File: config.mk
export PLATFORM = sky130hd
export DESIGN_NAME = seq_detect_param
export DESIGN_NICKNAME = d
export VERILOG_FILES = /design/src/rtl/seq_detect_param.sv
export SDC_FILE = /design/constraint.sdc
export NUM_CORES = 1
export LEC_CHECK = 0
export CAP_MARGIN = 20
export CORE_ASPECT_RATIO = 1.2
export CORE_MARGIN = 2
export CORE_UTILIZATION = 41
export DETAILED_ROUTE_END_ITERATION = 8
export PLACE_DENSITY = 0.74
export SLEW_MARGIN = 20
export SYNTH_ARGS = -nofsm -noshare
export SYNTH_HDL_FRONTEND = slang
export SYNTH_SLANG_ARGS = --single-unit
File: constraint.sdc
create_clock -name clk -period 2.18 [get_ports clk]
set_clock_uncertainty 0.05 [all_clocks]
set_input_delay 0.327 -clock clk [delete_from_list [all_inputs] [get_ports clk]]
set_output_delay 0.327 -clock clk [all_outputs]
set_load 0.05 [all_outputs]
File: src/rtl/seq_detect_param.sv
`default_nettype none
// ============================================================================
// Module   : seq_detect_param
// Purpose  : Parametrised serial shift-compare pattern detector with
//            overlap mode, saturating match counter and sticky flag.
// Revision : 1.0 - initial release
// ============================================================================
module seq_detect_param #(
   parameter int          PAT_LEN = 4,
   parameter logic [31:0] PATTERN = 32'h0000_000B,
   parameter bit          OVERLAP = 1'b1,
   parameter int          CNT_W   = 8
) (
   input  logic                         clk,
   input  logic                         rst,
   input  logic                         clr,
   input  logic                         sample_en,
   input  logic                         x,
   output logic                         match,
   output logic [CNT_W-1:0]             match_count,
   output logic                         seen,
   output logic [$clog2(PAT_LEN+1)-1:0] fill,
   output logic [PAT_LEN-1:0]           history
);

   localparam int                   c_FILL_W  = $clog2(PAT_LEN + 1);
   localparam logic [PAT_LEN-1:0]   c_PAT     = PATTERN[PAT_LEN-1:0];
   localparam logic [c_FILL_W-1:0]  c_FULL    = c_FILL_W'(PAT_LEN);
   localparam logic [CNT_W-1:0]     c_CNT_MAX = {CNT_W{1'b1}};

   logic                r_match;
   logic [CNT_W-1:0]    r_count;
   logic                r_seen;
   logic [c_FILL_W-1:0] r_fill;
   logic [PAT_LEN-1:0]  r_hist;

   logic [PAT_LEN-1:0]  w_h_next;
   logic [c_FILL_W-1:0] w_f_next;
   logic                w_hit;

   assign w_h_next = {r_hist[PAT_LEN-2:0], x};
   assign w_f_next = (r_fill == c_FULL) ? r_fill : r_fill + 1'b1;
   // Comparison is gated on a full window so an all-zero pattern cannot
   // match against the reset contents of the shift register.
   assign w_hit    = (w_f_next == c_FULL) && (w_h_next == c_PAT);

   always_ff @(posedge clk) begin
      if (rst || clr) begin
         r_match <= 1'b0;
         r_count <= '0;
         r_seen  <= 1'b0;
         r_fill  <= '0;
         r_hist  <= '0;
      end else begin
         r_match <= 1'b0;
         if (sample_en) begin
            r_match <= w_hit;
            if (w_hit) begin
               if (r_count != c_CNT_MAX) begin
                  r_count <= r_count + 1'b1;
               end
               r_seen <= 1'b1;
               if (OVERLAP) begin
                  r_hist <= w_h_next;
                  r_fill <= c_FULL;
               end else begin
                  r_hist <= '0;
                  r_fill <= '0;
               end
            end else begin
               r_hist <= w_h_next;
               r_fill <= w_f_next;
            end
         end
      end
   end

   assign match       = r_match;
   assign match_count = r_count;
   assign seen        = r_seen;
   assign fill        = r_fill;
   assign history     = r_hist;

endmodule
`default_nettype wire

==> results of run 1 <==
## cell usage after synthesis (2+ instances only)
master and number:
a21oi_1 3, a311oi_1 2, clkbuf_1 2, dfxtp_1 17
ha_1 3, inv_1 3, mux2i_1 6, nand2_1 9
nand3_1 4, nor2_1 15, nor2b_1 2, nor3_1 3
o21ai_0 4, xnor2_1 3
## critical path, delay by kind of cell (launching register included)
family / cells / cell delay (ps)
compound gates: 1 / 80
fa+ha+maj: 1 / 240
buf+inv: 1 / 60
flops: 1 / 390
mux: 1 / 110
simple gates: 3 / 1080
## final cells by class
type	instances	area, um^2	area share (%)
repair buffers	26	248	22.4
well taps	19	23.8	2.15
clock buffers	4	26.3	2.38
flip-flops and latches	17	352	31.8
multi-input cells	65	445	40.3
inverters	3	11.3	1.02
## through the flow
| step | setup WS (ps) | power [uW] |
|---|---|---|
| 2_1_floorplan | 5.71 | 351 |
| 3_3_place_gp | -90.3 | 367 |
| 3_5_place_dp | -137 | 367 |
| 4_1_cts | 22.3 | 530 |
| 5_1_grt | 6.65 | 554 |
| 6_report | 101 | 530 |
## worst max-delay path by stage
stage	start	to
3_5_place_dp	x	match_count[5]$_SDFFE_PP0P_
3_3_place_gp	x	match_count[7]$_SDFFE_PP0P_
5_1_grt	fill[0]$_SDFFE_PP0P_	match_count[7]$_SDFFE_PP0P_
4_1_cts	fill[0]$_SDFFE_PP0P_	match_count[5]$_SDFFE_PP0P_
2_1_floorplan	fill[0]$_SDFFE_PP0P_	match_count[7]$_SDFFE_PP0P_
6_report	fill[0]$_SDFFE_PP0P_	match_count[5]$_SDFFE_PP0P_
## report_power, final
part           leakage (uW)  internal, uW  total (uW)  switching (uW)
Combinational      0.000212          22.9        50.6            27.7
Clock             0.0000150          71.2         165            93.9
Sequential         0.000140           311         314            3.32
Total              0.000367           405         530             125
## kinds of logic after synthesis
kind of cell | after synthesis | synth area share, %
compound gates | 12 | 10.4
mux | 6 | 7.77
buf+inv | 6 | 3.88
simple gates | 40 | 24.6
xor+xnor | 4 | 4.53
flops | 17 | 44.0
fa+ha+maj | 3 | 4.85
## layer usage
metal	up-vias	wire, um	global-route usage, %
met4	0	47	10.6
met2	24	832	29.7
met5	-	0	0
li1	361	-	-
met1	347	746	20.5
met3	5	100	2.43
## registers in the layout (all words and copies together) (netlist names)
| register | cells |
|---|---|
| match_count | 8 |
| fill | 3 |
| history | 4 |
| seen | 1 |
| match | 1 |
==> metrics.md, run 1 <==
| Metric | Value |
|---|---|
| CP Class | `reg2reg` |
| LEAKAGE | `0.000367 uW` |
| Layout fillers | `162` |
| Area after DPL | `0.00105 mm^2` |
| Final Util | `61.2%` |
| Endpoint, Worst Hold | `seen$_SDFFE_PP0P_` |
| Cell area after synthesis | `773 um^2` |
| Post-layout min period | `2080 ps` |
| Synth cell types | `26` |
| Slowest-stage cell, CP | `or4_4` |
| CP cell instances | `inv_2 > ha_4 > nor2b_2 > mux2i_4 > or4_4 > or4_1 > o21ai_0` |
| Largest cells by area after synthesis | `dfxtp_1 (44%), mux2i_1 (7.8%), nor2_1 (7.3%), ha_1 (4.9%), nand2_1 (4.4%)` |
| Worst r2r path cells | `7` |
| Clock buffer depth | `2` |
| Detailed-route wire length | `1.73 mm` |
| Seq/Total Area, Yosys | `44.0%` |
| Post-synth ARST share | `0%` |
| # H-tree levels | `1` |
| Postcts setup bufs | `0` |
| Final worst-path cycle share | `95.3%` |
| Clock net sink count | `17` |
| Placed insts | `130` |
| Slew @ Worst Pin | `500 ps` |
| Run status | `complete, no violations` |
| Final setup viols | `0` |
| Worst Path Arrival | `2250 ps` |
| Top-area cell type share of the netlist area | `44.0%` |
| DRC | `0` |
| RSZ-0062 raised after global routing | `false` |
| Hold slack | `426 ps` |
| IO Pins | `22` |
| Root Driver | `clkbuf_4` |
| Pwr Density | `479 mW/mm^2` |
| Worst Path Max Fanout | `5` |
| GP Congestion | `0.740` |
| Cts repair resizes | `0` |
| R2R Path End | `match_count[5]$_SDFFE_PP0P_` |
| Initial drt markers | `1` |
| I/O Buffers | `21` |
| Area Growth Syn to Fin | `43.0%` |
| Total track usage | `17.5%` |
| Critical Path RT | `2350 ps` |
| Commonest non-fill, non-tap cell in the layout | `clkdlybuf4s50_1` |
| Die W | `43.6 um` |
| EDFF count, synth | `0` |
| Top_reg_cell synth | `dfxtp_1` |
| TritonCTS clock tree | `yes` |
| Die area | `0.00225 mm^2` |
| Post-route cell area | `0.00111 mm^2` |
| Crit. End Element | `flip-flop` |
| TritonCTS Buffers | `3` |
| Inserted Diodes | `0` |
| Worst Hold Path Cells | `2` |
| Total of max-cap violations | `0` |
| Worst hold-check path type | `reg2reg` |
| Avg Cell Area, Syn | `8.79 um^2` |
| Initial Util | `42.8%` |
| First-pass GRT wire length | `2.95 mm` |
| Finished Layout Cells | `134` |
| GRT overflow | `0` |
| Hold Buf Count CTS | `0` |
| Number of placement rows | `17` |
| Wirelength per Cell | `12.9 um` |
| DPL Wire Length | `1.29 mm` |
| Clock transition at path regs | `90 ps` |
| Ys Warns | `0` |
| Setup TNS | `0 ps` |
| Routed Antenna Nets | `0` |
| Register bit total from synthesis | `17` |
| Mapped Nets | `96` |
| Max-slew headroom | `66.6%` |
| Slew Viols, Final | `0` |
| Largest stage delay, worst path | `530 ps` |
| R2r startpoint | `fill[0]$_SDFFE_PP0P_` |
| Initial antenna violation count | `0` |
| Vias per inst | `5.50` |
| Layout cells sized above 1 | `18.3%` |
| Maximum vdd drop | `0.321 mV` |
| Nets | `124` |
| Mapped Cells | `88` |
| Worst skew pair latency | `290 ps` |
| Commonest cells after routing, fill and taps aside | `clkdlybuf4s50_1 (21), nor2_1 (15), dfxtp_1 (12)` |
| R2R setup slack | `100 ps` |
| First-pass DRT Iterations | `4` |
| Die Y | `51.6 um` |
| Final Hold Viols | `0` |
| Max Clk Rate | `481 MHz` |
| HP Start | `seen$_SDFFE_PP0P_` |
| Core area | `0.00181 mm^2` |
| Via count | `737` |
| Number of global-route vias before repair | `738` |
| Crit path launch type | `flip-flop` |
| Leading area contributor after synthesis | `dfxtp_1` |
| Largest net degree at the start of global routing | `15` |
Note: power is estimated with default switching activity, not from simulation.
==> run 2: changes to the inputs <==
--- a/config.mk
+++ b/config.mk
@@ -5,6 +5,7 @@
 export SDC_FILE = /design/constraint.sdc
 export NUM_CORES = 1
 export LEC_CHECK = 0
+export ABC_CLOCK_PERIOD_IN_PS = 2180
 export CAP_MARGIN = 20
 export CORE_ASPECT_RATIO = 1.2
 export CORE_MARGIN = 2
==> results of run 2 <==
Same layout as run 1: the final DEF is identical, and so are final timing and power.
